[config.mk]
export PLATFORM = sky130hd
export DESIGN_NAME = inst_fetch_queue
export DESIGN_NICKNAME = d
export VERILOG_FILES = /design/src/rtl/fetch_pkg.sv /design/src/rtl/fetch_fifo.sv /design/src/rtl/inst_fetch_queue_chk.sv /design/src/rtl/inst_fetch_queue.sv
export SDC_FILE = /design/constraint.sdc
export NUM_CORES = 1
export LEC_CHECK = 0
export BUFFER_PORTS_ARGS = -buffer_cell sky130_fd_sc_hd__buf_2
export CAP_MARGIN = 20
export CORE_AREA = 2 2 189 191
export CTS_BUF_LIST = sky130_fd_sc_hd__clkbuf_16
export DETAILED_ROUTE_END_ITERATION = 8
export DIE_AREA = 0 0 191 193
export GPL_TIMING_DRIVEN = 0
export PLACE_DENSITY = 0.55
export SETUP_SLACK_MARGIN = 0.15
export SLEW_MARGIN = 40
export SYNTH_ARGS = -nofsm -noshare
export SYNTH_HDL_FRONTEND = slang
export SYNTH_SLANG_ARGS = --single-unit
[constraint.sdc]
create_clock -name clk -period 7.4 [get_ports clk]
set_clock_uncertainty 0.15 [all_clocks]
set_input_delay 1.11 -clock clk [delete_from_list [all_inputs] [get_ports clk]]
set_output_delay 1.11 -clock clk [all_outputs]
set_load 0.1 [all_outputs]
[src/rtl/fetch_pkg.sv]
// Shared types and constants for the instruction fetch queue.
package fetch_pkg;

  localparam int unsigned XLEN       = 32;
  localparam int unsigned ILEN_BYTES = 4;

  localparam logic [XLEN-1:0] RESET_PC = 32'h0000_0000;

  // Canonical NOP the core substitutes while inst_valid is low.
  localparam logic [XLEN-1:0] NOP_INST = 32'h0000_0013;

  // One buffered instruction together with the address it was fetched from.
  typedef struct packed {
    logic [XLEN-1:0] data;
    logic [XLEN-1:0] pc;
  } fetch_entry_t;

endpackage

[src/rtl/fetch_fifo.sv]
// Synchronous FIFO of fetch entries. Flush wins over push; push and pop may
// happen together at any occupancy, including full.
module fetch_fifo
  import fetch_pkg::*;
#(
  parameter int unsigned DEPTH = 4
) (
  input  logic                    clk,
  input  logic                    rst,
  input  logic                    push,
  input  fetch_entry_t            push_entry,
  input  logic                    pop,
  input  logic                    flush,
  output logic                    full,
  output logic                    empty,
  output logic [$clog2(DEPTH):0]  count,
  output fetch_entry_t            head
);

  localparam int unsigned PW = $clog2(DEPTH);
  localparam int unsigned CW = PW + 1;

  fetch_entry_t  mem_q [DEPTH];
  fetch_entry_t  mem_d [DEPTH];
  logic [PW-1:0] wr_ptr_q;
  logic [PW-1:0] wr_ptr_d;
  logic [PW-1:0] rd_ptr_q;
  logic [PW-1:0] rd_ptr_d;
  logic [CW-1:0] count_q;
  logic [CW-1:0] count_d;
  logic          do_push_s;
  logic          do_pop_s;

  assign full  = (count_q == CW'(DEPTH));
  assign empty = (count_q == {CW{1'b0}});
  assign count = count_q;
  assign head  = mem_q[rd_ptr_q];

  // Next-state for storage, pointers and occupancy.
  always_comb begin
    mem_d     = mem_q;
    wr_ptr_d  = wr_ptr_q;
    rd_ptr_d  = rd_ptr_q;
    count_d   = count_q;
    do_pop_s  = pop & ~empty;
    do_push_s = push & (~full | do_pop_s);
    if (flush) begin
      wr_ptr_d = {PW{1'b0}};
      rd_ptr_d = {PW{1'b0}};
      count_d  = {CW{1'b0}};
    end else begin
      if (do_push_s) begin
        mem_d[wr_ptr_q] = push_entry;
        wr_ptr_d        = wr_ptr_q + PW'(1'b1);
      end else begin
        wr_ptr_d = wr_ptr_q;
      end
      if (do_pop_s) begin
        rd_ptr_d = rd_ptr_q + PW'(1'b1);
      end else begin
        rd_ptr_d = rd_ptr_q;
      end
      count_d = count_q + CW'(do_push_s) - CW'(do_pop_s);
    end
  end

  // State registers; storage is cleared so the head reads zero out of reset.
  always_ff @(posedge clk) begin
    if (!rst) begin
      for (int unsigned i = 0; i < DEPTH; i++) begin
        mem_q[i] <= '0;
      end
      wr_ptr_q <= {PW{1'b0}};
      rd_ptr_q <= {PW{1'b0}};
      count_q  <= {CW{1'b0}};
    end else begin
      mem_q    <= mem_d;
      wr_ptr_q <= wr_ptr_d;
      rd_ptr_q <= rd_ptr_d;
      count_q  <= count_d;
    end
  end

endmodule

[src/rtl/inst_fetch_queue_chk.sv]
// Invariant and protocol checks for the fetch queue counters.
module inst_fetch_queue_chk #(
  parameter int unsigned DEPTH = 4,
  parameter int unsigned CW    = 3
) (
  input logic          clk,
  input logic          rst,
  input logic          mem_rsp_valid,
  input logic          push,
  input logic          pop,
  input logic          fifo_full,
  input logic [CW-1:0] outstanding,
  input logic [CW-1:0] drop_cnt,
  input logic [CW-1:0] occupancy
);

  a_drop_le_outstanding: assert property (@(posedge clk) disable iff (!rst)
    drop_cnt <= outstanding);

  a_outstanding_le_depth: assert property (@(posedge clk) disable iff (!rst)
    outstanding <= CW'(DEPTH));

  a_occ_plus_out_le_depth: assert property (@(posedge clk) disable iff (!rst)
    ({1'b0, occupancy} + {1'b0, outstanding}) <= (CW+1)'(DEPTH));

  a_rsp_needs_outstanding: assert property (@(posedge clk) disable iff (!rst)
    mem_rsp_valid |-> (outstanding != {CW{1'b0}}));

  a_no_overflow: assert property (@(posedge clk) disable iff (!rst)
    (push & fifo_full) |-> pop);

endmodule

[src/rtl/inst_fetch_queue.sv]
// Fetch stage: issues sequential word reads, buffers returned instructions
// with their PCs, and handles core redirects by flushing and dropping the
// responses of requests already in flight.
module inst_fetch_queue #(
  parameter int unsigned          DEPTH    = 4,
  parameter int unsigned          XLEN     = fetch_pkg::XLEN,
  parameter logic [XLEN-1:0]      RESET_PC = fetch_pkg::RESET_PC
) (
  input  logic             clk,
  input  logic             rst,
  output logic             mem_req_valid,
  output logic [XLEN-1:0]  mem_req_addr,
  input  logic             mem_req_ready,
  input  logic             mem_rsp_valid,
  input  logic [XLEN-1:0]  mem_rsp_data,
  input  logic             redirect_valid,
  input  logic [XLEN-1:0]  redirect_pc,
  output logic             inst_valid,
  output logic [XLEN-1:0]  inst_data,
  output logic [XLEN-1:0]  inst_pc,
  input  logic             inst_ready
);

  import fetch_pkg::*;

  localparam int unsigned     CW         = $clog2(DEPTH) + 1;
  localparam logic [XLEN-1:0] PC_STEP    = XLEN'(ILEN_BYTES);
  localparam logic [XLEN-1:0] ALIGN_MASK = {{(XLEN-2){1'b1}}, 2'b00};

  logic [XLEN-1:0] fetch_pc_q;
  logic [XLEN-1:0] fetch_pc_d;
  logic [XLEN-1:0] rsp_pc_q;
  logic [XLEN-1:0] rsp_pc_d;
  logic [CW-1:0]   outstanding_q;
  logic [CW-1:0]   outstanding_d;
  logic [CW-1:0]   drop_cnt_q;
  logic [CW-1:0]   drop_cnt_d;
  logic            req_valid_q;
  logic            req_valid_d;

  logic            req_fire_s;
  logic            rsp_ok_s;
  logic            push_s;
  logic            pop_s;
  logic            flush_s;
  logic [CW-1:0]   occ_next_s;
  logic [CW-1:0]   fifo_count_s;
  logic            fifo_full_s;
  logic            fifo_empty_s;
  fetch_entry_t    push_entry_s;
  fetch_entry_t    head_s;

  assign mem_req_valid = req_valid_q;
  assign mem_req_addr  = fetch_pc_q;
  assign inst_valid    = ~fifo_empty_s;
  assign inst_data     = head_s.data;
  assign inst_pc       = head_s.pc;

  // Issue, response and redirect bookkeeping. The next request valid is
  // computed from next-cycle occupancy and outstanding count so that a
  // request can only be offered when the FIFO is guaranteed to have room.
  always_comb begin
    req_fire_s        = req_valid_q & mem_req_ready;
    rsp_ok_s          = mem_rsp_valid & (outstanding_q != {CW{1'b0}});
    pop_s             = inst_ready & ~fifo_empty_s;
    push_s            = 1'b0;
    flush_s           = 1'b0;
    fetch_pc_d        = fetch_pc_q;
    rsp_pc_d          = rsp_pc_q;
    drop_cnt_d        = drop_cnt_q;
    push_entry_s.data = mem_rsp_data;
    push_entry_s.pc   = rsp_pc_q;
    outstanding_d     = outstanding_q + CW'(req_fire_s) - CW'(rsp_ok_s);
    if (redirect_valid) begin
      // Everything still in flight after this edge belongs to the old path.
      flush_s    = 1'b1;
      drop_cnt_d = outstanding_d;
      fetch_pc_d = redirect_pc & ALIGN_MASK;
      rsp_pc_d   = redirect_pc & ALIGN_MASK;
    end else begin
      if (req_fire_s) begin
        fetch_pc_d = fetch_pc_q + PC_STEP;
      end else begin
        fetch_pc_d = fetch_pc_q;
      end
      if (rsp_ok_s && (drop_cnt_q != {CW{1'b0}})) begin
        drop_cnt_d = drop_cnt_q - CW'(1'b1);
      end else if (rsp_ok_s) begin
        push_s   = 1'b1;
        rsp_pc_d = rsp_pc_q + PC_STEP;
      end else begin
        drop_cnt_d = drop_cnt_q;
      end
    end
    if (flush_s) begin
      occ_next_s = {CW{1'b0}};
    end else begin
      occ_next_s = fifo_count_s + CW'(push_s) - CW'(pop_s);
    end
    req_valid_d = ({1'b0, occ_next_s} + {1'b0, outstanding_d}) < (CW+1)'(DEPTH);
  end

  // Fetch state registers.
  always_ff @(posedge clk) begin
    if (!rst) begin
      fetch_pc_q    <= RESET_PC;
      rsp_pc_q      <= RESET_PC;
      outstanding_q <= {CW{1'b0}};
      drop_cnt_q    <= {CW{1'b0}};
      req_valid_q   <= 1'b0;
    end else begin
      fetch_pc_q    <= fetch_pc_d;
      rsp_pc_q      <= rsp_pc_d;
      outstanding_q <= outstanding_d;
      drop_cnt_q    <= drop_cnt_d;
      req_valid_q   <= req_valid_d;
    end
  end

  fetch_fifo #(
    .DEPTH (DEPTH)
  ) u_fifo (
    .clk        (clk),
    .rst        (rst),
    .push       (push_s),
    .push_entry (push_entry_s),
    .pop        (pop_s),
    .flush      (flush_s),
    .full       (fifo_full_s),
    .empty      (fifo_empty_s),
    .count      (fifo_count_s),
    .head       (head_s)
  );

  inst_fetch_queue_chk #(
    .DEPTH (DEPTH),
    .CW    (CW)
  ) u_chk (
    .clk           (clk),
    .rst           (rst),
    .mem_rsp_valid (mem_rsp_valid),
    .push          (push_s),
    .pop           (pop_s),
    .fifo_full     (fifo_full_s),
    .outstanding   (outstanding_q),
    .drop_cnt      (drop_cnt_q),
    .occupancy     (fifo_count_s)
  );

endmodule
==> metrics.txt, run 1 <==
status=complete, no violations; Port Buffers=159; number of cell rows=69; detailed-route DRC error count=0; worst r2r src=mem_req_valid; I/O Pins=168; layout cells sized above 1=17.7%; Critical Path Start Type=input pin; Peak VDD IR=0.234 mV; Nets=1777; root buffer cell=clkbuf_16; initial antenna violation count=1; pre-CTS WS=2.33 ns; top cell type's share of synthesized area=46.9%; Synth Register Bits=322; Worst R2R End=mem_req_valid; Max Fanout on Critical Path=10; Mapped Cells=1487; via/cell ratio=5.72; global-route wire length before repair=66900 um; FILL cells=3409; highest metal layer with signal wires=met5; Syn-to-layout area delta=18.8%; H-tree depth=2; commonest cells in the synthesized netlist=322 x dfxtp_1, 285 x o21ai_0, 270 x nand3_1; Cell variety after synth=53; diodes inserted=0; largest net degree at the start of global routing=13; cell with the most instances after synthesis=dfxtp_1; Final period util=61.3%; Max Clk Rate=0.220 GHz; Die Ht=193 um; min-delay worst type=register to register; Core Region=35000 um^2; Max clock buf depth=3; dpl cell area=15200 um^2; synth top area cells=dfxtp_1 47%, o21ai_0 10%, mux4_2 10%; DR vias=12450; Netlist Area Pre-Place=13700 um^2; CP Capture Type=register; Synth Warn #=0; metal3 WL=2540 um; drt pass-1 iters=5; GRT Residual Overflow=0; Die ar.=36900 um^2; EDFF count, synth=0; Slew @ Worst Pin=0.844 ns; final total power=4.46 mW; Met2 Routed Length=21200 um; Data required, critical path=7.69 ns; worst reg2reg path depth=14; Final TNS setup=0 ns; total length of routed wires=44200 um; setup violators final=0; Finished Core Util=46.7%; worst setup margin=2.86 ns; Total Routing Usage GR=23.5%; chip width=191 um; CTS resizes=0; worst path arrival time=4.83 ns; final hold vios=0; power density over cell area=274 nW/um^2; leak pwr=5.89 nW; RSZ-0062 raised after global routing=false; MaxCap Viol Count=0; setup repair bufs after CTS=0; CTS tree=done; syn avg cell area=9.24 um^2; final slew viol count=0; max_slew headroom=43.7%; Initial Util=39.3%; Reg clk slew, reported paths=0.06 ns; Setup crit end=mem_req_valid; wire per inst=20.3 um; wire length on met1=19700 um; kind of critical path=input pin to register; post-DP HPWL=30700 um; CP startpoint=mem_req_ready; share of the yosys chip area belonging to registers=46.9%; GPL Wtd Cong=0.848; r2r setup slk=3.12 ns; vias in the first global route=11803; cts hold-fix bufs=0; ys async rst share=0%; post-synth top area cell=dfxtp_1; design area=16300 um^2; clock tree sinks=322; initial DRC count=865; Main synth FF type=dfxtp_1; post-layout min period=4.54 ns; CTS buffer count=38; antenna viol nets, final=0; clk_lat worst skew=0.53 ns
## logic make-up (layout without fill, tap and decap cells)
logic type	after synthesis	in the layout	share of synthesized area (%)
adder cells (fa/ha/maj)	18	18	1.80
multiplexers	63	63	10.2
AND/OR/NAND/NOR	518	518	19.5
XOR/XNOR	28	28	1.78
AO/OA/AOI/OAI	383	383	15.3
buffers and inverters	154	380	4.43
flip-flops	322	322	46.9
other	1	4	0.0273
## worst min path at each step
stage | cells past startpoint | slack [ns] | from | to
5_1_grt | 2 | 0.34 | u_fifo.mem_q[21] | u_fifo.mem_q[21]
3_5_place_dp | 2 | 0.31 | u_fifo.mem_q[98] | u_fifo.mem_q[98]
2_1_floorplan | 2 | 0.29 | u_fifo.mem_q[100] | u_fifo.mem_q[100]
4_1_cts | 2 | 0.32 | u_fifo.mem_q[60] | u_fifo.mem_q[60]
3_3_place_gp | 2 | 0.30 | u_fifo.mem_q[161] | u_fifo.mem_q[161]
6_report | 2 | 0.32 | u_fifo.mem_q[182] | u_fifo.mem_q[182]
## metrics by stage
stage,instances,hold WS [ns]
after detailed placement,2110,0.308
after global routing,2177,0.338
after floorplan,1490,0.288
final,2177,0.316
after CTS,2177,0.320
after global placement,2110,0.297
## worst max-delay path, stage by stage
cell and delay, ns:
buf_2 0.11, and2_1 0.12, clkbuf_1 0.41, clkinv_1 0.41, ha_1 0.39, inv_1 0.06
ha_1 0.13, inv_1 0.05, fa_1 0.37, xor2_1 0.16, xnor2_1 0.29, inv_1 0.08
ha_1 0.29, or4b_2 0.67, a41oi_1 0.17
## registers in the layout, indices dropped and copies added (netlist names)
signal,cells
u_fifo.count,3
outstanding_q,3
rsp_pc_q,30
mem_req_valid,1
u_fifo.mem_q,248
u_fifo.rd_ptr_q,2
u_fifo.wr_ptr_q,2
mem_req_addr,30
drop_cnt_q,3
## area by class of cell
| type | instances | area, um^2 | share of cell area [%] |
|---|---|---|---|
| Inverter | 20 | 75.1 | 0.460 |
| Clock buffer | 39 | 976 | 5.98 |
| Tap cell | 461 | 577 | 3.53 |
| Timing Repair Buffer | 159 | 796 | 4.88 |
| Multi-Input combinational cell | 1014 | 6720 | 41.2 |
| Sequential cell | 322 | 6450 | 39.5 |
| Clock inverter | 28 | 188 | 1.15 |
| Buffer | 134 | 543 | 3.33 |
## report_power, final
group	total, mW	internal [mW]	switching, mW
sequential	1.87	1.80	0.0697
combinational	0.821	0.191	0.630
clock	1.77	1.03	0.744
total	4.46	3.02	1.44
## routing by layer
metal  vias to the layer above  GRT usage, %
met5                         -             0
met4                         2          5.61
met3                        56          2.77
met2                       414          40.5
met1                      6061          31.6
li1                       5917             -
## cell usage in the layout (no fill, tap or decap), types with 15 or more instances in the layout
cell type    n
clkbuf_1    88
nor2_1      20
nor3_1      20
a31oi_1     21
buf_2      170
dfxtp_1    322
o31ai_1     16
a21oi_1     26
ha_1        15
or4_1       16
nand3_1    270
clkbuf_16   39
buf_1       26
o21ai_0    285
inv_1       30
nand4_1     26
mux4_2      62
nand2_1     95
xnor2_1     16
Note: power is estimated with default switching activity, not from simulation.
==> inputs of run 2 (changes only) <==
Settings changed: ABC_AREA set to 1, CORE_AREA 2 2 189 191 to 2 2 198 200, DIE_AREA 0 0 191 193 to 0 0 200 202, PLACE_DENSITY 0.55 to 0.57.
Clock period 7.4 ns to 4.05 ns, I/O delays scaled along.
==> run 2 against run 1 <==
Wire length is 13% higher. Hold slack worse by 0.12 ns. Total power is 110% higher. Clock power is 80% higher. Final area rose by 8.2%. Core utilization decreased by 0.53 points. Sequential power up 90%. Count of clock-buffer cells in the layout unchanged. Critical path depth shrank 9. Synthesized cell count rose by 49%. Non-clock buffer count is 13 higher. Final cell count grew 36%. Largest cell class unchanged. Highest routed layer unchanged.
==> metrics.txt, run 2 <==
Cell variety after synth=39; drt pass-1 iters=5; initial antenna violation count=2; CTS tree=done; Die ar.=40400 um^2; kind of critical path=register to primary output; Max Fanout on Critical Path=17; Synth Area in Compound Gates=19.1%; max_slew headroom=47.9%; wire length on met1=22800 um; Largest register FFs=248; main combinational cell family by area after synthesis=simple AND/OR/NAND/NOR gates; cts hold-fix bufs=0; Mapped Cells=2211; final slew viol count=0; Critical Path Start Type=register; MaxCap Viol Count=0; post-synthesis mux area share=0%; wire per inst=17.0 um; highest metal layer with signal wires=met5; RSZ-0062 raised after global routing=false; ys async rst share=0%; commonest non-fill, non-tap cell in the layout=nor2_1; Final TNS setup=0 ns; Total Routing Usage GR=24.6%; antenna viol nets, final=0; Slew @ Worst Pin=0.779 ns; clk_lat worst skew=0.53 ns; power density over cell area=537 nW/um^2; GRT Residual Overflow=0; Hold EP=mem_req_addr[30]; Reg clk slew, reported paths=0.06 ns; number of cell rows=72; I/O Pins=168; Post-Synth XOR/XNOR Area=1.10%; Syn-to-layout area delta=17.2%; initial DRC count=904; Reg with most FFs=u_fifo.mem_q; Final period util=89.3%; Fin Hold WS=0.197 ns; post-DP HPWL=36000 um; chip width=200 um; largest net degree at the start of global routing=18; Max Clk Rate=0.277 GHz; FILL cells=4031; commonest cells in the synthesized netlist=714 x nor2_1, 332 x o21ai_0, 322 x dfxtp_1; Synth Register Bits=322; Initial Util=39.4%; Max clock buf depth=3; slowest CP cell=clkinv_1; final hold vios=0; Nets=2501; Synth Warn #=0; Met2 Routed Length=22800 um; min-delay worst type=input pin to register; Port Buffers=160; Data required, critical path=3.29 ns; crit-path most repeated cell=buf_2; setup repair bufs after CTS=0; GPL Wtd Cong=0.891; root buffer cell=clkbuf_16; area share of fa/ha/maj cells after synthesis=1.64%; critical hold path startpoint=redirect_pc[30]; worst path arrival time=2.86 ns; Core Region=38300 um^2; syn avg cell area=6.82 um^2; top cell type's share of synthesized area=42.8%; clock tree sinks=322; total length of routed wires=50200 um; share of the yosys chip area belonging to registers=42.8%; r2r setup slk=0.65 ns; Worst R2R End=mem_req_valid; leak pwr=7.32 nW; DR vias=15009; most frequent cells in the layout=714 x nor2_1, 332 x o21ai_0, 322 x dfxtp_1; Critical Path Max Stage Delay=0.60 ns; worst r2r src=drop_cnt_q[0]; EDFF count, synth=0; Peak VDD IR=0.279 mV; status=complete, no violations; Die Ht=202 um; Main synth FF type=dfxtp_1; CP cell instances=buf_2 -> clkinv_1 -> clkbuf_1 -> o21ai_0 -> o22ai_1 -> buf_2; cell with the most instances after synthesis=nor2_1; detailed-route DRC error count=0; CP Capture Type=primary output; diodes inserted=0; layout cells sized above 1=11.8%; Netlist Area Pre-Place=15100 um^2; final total power=9.49 mW; CTS buffer count=38; post-synth top area cell=dfxtp_1; global-route wire length before repair=77600 um; synth top area cells=dfxtp_1 43%, nor2_1 18%, o21ai_0 11%; metal3 WL=3100 um; H-tree depth=2; worst reg2reg path depth=14; hold path depth=3; setup violators final=0; area share of and/or/nand/nor cells after synthesis=27.4%; vias in the first global route=14098; post-layout min period=3.62 ns; via/cell ratio=5.08
-- run 2: per-stage QoR --
step / cells / util, % / instance area, um^2 / setup slack, ns
CTS: 2955 / 46.1 / 17700 / 0.203
finish: 2955 / 46.1 / 17700 / 0.435
floorplan: 2214 / - / 15100 / 0.704
detailed placement: 2892 / 43.2 / 16500 / 0.671
global placement: 2892 / 43.2 / 16500 / 0.650
global route: 2955 / 46.1 / 17700 / 0.254
-- run 2: metal layers --
metal	GRT usage, %	up-vias
li1	-	7595
met1	33.4	6838
met2	40.3	482
met3	3.62	90
met4	7.72	4
met5	0	-
-- run 2: worst max path at each step --
stage / startpoint / end / slack [ns]
2_1_floorplan: u_fifo.rd_ptr_q[0] / inst_data[0] / 0.70
3_3_place_gp: u_fifo.rd_ptr_q[0] / inst_pc[19] / 0.65
3_5_place_dp: u_fifo.rd_ptr_q[0] / inst_pc[23] / 0.67
4_1_cts: u_fifo.rd_ptr_q[0] / inst_data[23] / 0.20
5_1_grt: u_fifo.rd_ptr_q[0] / inst_data[23] / 0.25
6_report: u_fifo.rd_ptr_q[0] / inst_data[23] / 0.43
-- run 2: logic make-up (layout without fill, tap and decap cells) --
family          count (synthesis)  after routing
xor+xnor                       19             19
simple gates                 1043           1043
buf+inv                       259            482
other cells                     1              4
flops                         322            322
fa+ha+maj                      18             18
compound gates                549            549
-- run 2: cell type report --
cell class                      instances  area (um^2)  share of cell area, %
Multi-Input combinational cell       1633         7430                   42.1
Sequential cell                       322         6450                   36.5
Clock buffer                           39          976                   5.52
Timing Repair Buffer                  160          801                   4.53
Buffer                                146          778                   4.40
Tap cell                              518          648                   3.67
Inverter                              112          435                   2.46
Clock inverter                         25          153                  0.864
-- run 2: timing repair --
action / in CTS / in global routing
endpoints found under the setup margin: 7 / 9
hold endpoints to repair: 0 / 0
resized for setup: 1 / 4
-- run 2: critical path, delay by kind of cell, from the launching register on --
family	cells	cell delay (ns)
flops	1	0.30
buf+inv	4	1.64
compound gates	2	0.38
-- run 2: power breakdown --
group          switching [mW]  total [mW]  internal [mW]
clock network            1.38        3.18           1.80
logic                    2.18        2.76          0.575
registers               0.169        3.55           3.38
==> inputs of run 3 (changes only) <==
Settings changed: ABC_CLOCK_PERIOD_IN_PS set to 4050, CORE_AREA 2 2 198 200 to 2 2 172 174, DIE_AREA 0 0 200 202 to 0 0 174 176, PLACE_DENSITY 0.57 to 0.73.
==> run 3 against run 2 <==
Register-to-register slack gained 0.04 ns. Fmax shrank 4.0%. Flip-flop and latch count is the same. Via count grew 3.4%. Count of clock-buffer cells in the layout shrank 2. Sequential share of layout area grew 0.54 points. Global-route usage grew 6.3 points. Critical path depth is the same. Core utilization grew 15 points. Largest cell class unchanged. Largest power group unchanged.
==> metrics.txt, run 3 (synthesized netlist as in run 2, its figures left out) <==
status=complete, no violations; wire per inst=17.1 um; Total Routing Usage GR=30.9%; final total power=9.26 mW; leak pwr=7.24 nW; Final TNS setup=0 ns; setup violators final=0; GRT Residual Overflow=0; register area=6450 um^2; Critical Path Start Type=register; global-route wire length before repair=75700 um; GR Util met1=39.9%; root buffer cell=clkbuf_16; CTS tree=done; total length of routed wires=48100 um; drt pass-1 iters=9; Reg clk slew, reported paths=0.06 ns; GPL Wtd Cong=0.912; Final period util=93.0%; Die ar.=30600 um^2; Finished Core Util=61.0%; H-tree depth=2; pre-CTS WS=0.610 ns; layout cells sized above 1=11.6%; Nets=2499; antenna viol nets, final=0; CP Capture Type=primary output; clk_lat worst skew=0.51 ns; initial antenna violation count=0; GRT busiest layer=met2; r2r setup slk=0.69 ns; RSZ-0062 raised after global routing=false; Multi-input gate area=7430 um^2; initial DRC count=1584; grt met2 use=52.4%; post-DP HPWL=33900 um; placed cells=2758; Port Buffers=160; worst path arrival time=3.01 ns; I/O Pins=168; post-layout min period=3.76 ns; diodes inserted=0; Reg with most FFs=u_fifo.mem_q; Fin Hold WS=0.210 ns; DR vias=15520; CP cell instances=buf_2 -> clkbuf_1 -> clkbuf_1 -> nor2_1 -> o22ai_1 -> buf_2; Core Region=28500 um^2; Die Ht=176 um; largest net degree at the start of global routing=18; dpl cell area=16400 um^2; Initial Util=52.8%; chip width=174 um; MaxCap Viol Count=0; Data required, critical path=3.29 ns; clock tree sinks=322; kind of critical path=register to primary output; Max Fanout on Critical Path=10; final hold vios=0; Critical Path Max Stage Delay=0.53 ns; met3 global-route usage=3.92%; FILL cells=2821; detailed-route DRC error count=0; Largest register FFs=248; number of cell rows=62; min-delay worst type=input pin to register; most frequent cells in the layout=714 x nor2_1, 332 x o21ai_0, 322 x dfxtp_1; slowest CP cell=clkbuf_1; Slew @ Worst Pin=0.900 ns; design area=17400 um^2; non-filler cells, final=2820; worst setup margin=0.285 ns; via/cell ratio=5.50; CTS buffer count=36; Peak VDD IR=0.271 mV; final slew viol count=0; vias in the first global route=14556; Max Clk Rate=0.266 GHz; power density over cell area=532 nW/um^2; max_slew headroom=39.8%; Max clock buf depth=3; Syn-to-layout area delta=15.5%; commonest non-fill, non-tap cell in the layout=nor2_1
## run 3: cell types whose count changed in the layout (fill, tap and decap cells not counted), sizes merged
| cell | delta |
|---|---|
| inv | -6 |
| clkinv | +8 |
| clkbuf | -2 |
| bufinv | -1 |
## run 3: area by class of cell
cell class / count / area share, %
Multi-Input combinational cell: 1633 / 42.7
Sequential cell: 322 / 37.0
Clock buffer: 37 / 5.32
Timing Repair Buffer: 160 / 4.60
Buffer: 146 / 4.45
Tap cell: 384 / 2.76
Inverter: 112 / 2.50
Clock inverter: 26 / 0.668
## run 3: what timing repair did
action	4_1_cts	5_1_grt
hold buffers	0	0
gates resized for setup	0	2
pin swaps	0	0
hold endpoints to repair	0	0
buffers inserted	0	0
setup endpoints to repair	7	1
## run 3: critical path, delay by kind of cell, from the launching register on
| kind | cells | cell delay, ns |
|---|---|---|
| simple gates | 1 | 0.12 |
| flops | 1 | 0.31 |
| compound gates | 1 | 0.31 |
| buf+inv | 4 | 1.76 |
## run 3: where the power goes
part / internal [mW] / switching [mW]
sequential: 3.38 / 0.173
combinational: 0.576 / 2.18
clock: 1.65 / 1.29
total: 5.61 / 3.65
## run 3: path summary, 6_finish.rpt
| check | startpoint | end | cells past startpoint |
|---|---|---|---|
| hold / removal | redirect_pc[30] | mem_req_addr[30] | 3 |
| hold reg to reg | u_fifo.mem_q[154] | u_fifo.mem_q[154] | 2 |
| setup reg to reg | drop_cnt_q[1] | mem_req_valid | 14 |
| setup / recovery | u_fifo.rd_ptr_q[0] | inst_pc[20] | 6 |
## run 3: per-layer routing
layer	vias to the layer above	share of wire (%)
met4	0	3.8
met2	654	47
met5	-	0
met1	7136	43
li1	7615	-
met3	115	6.6
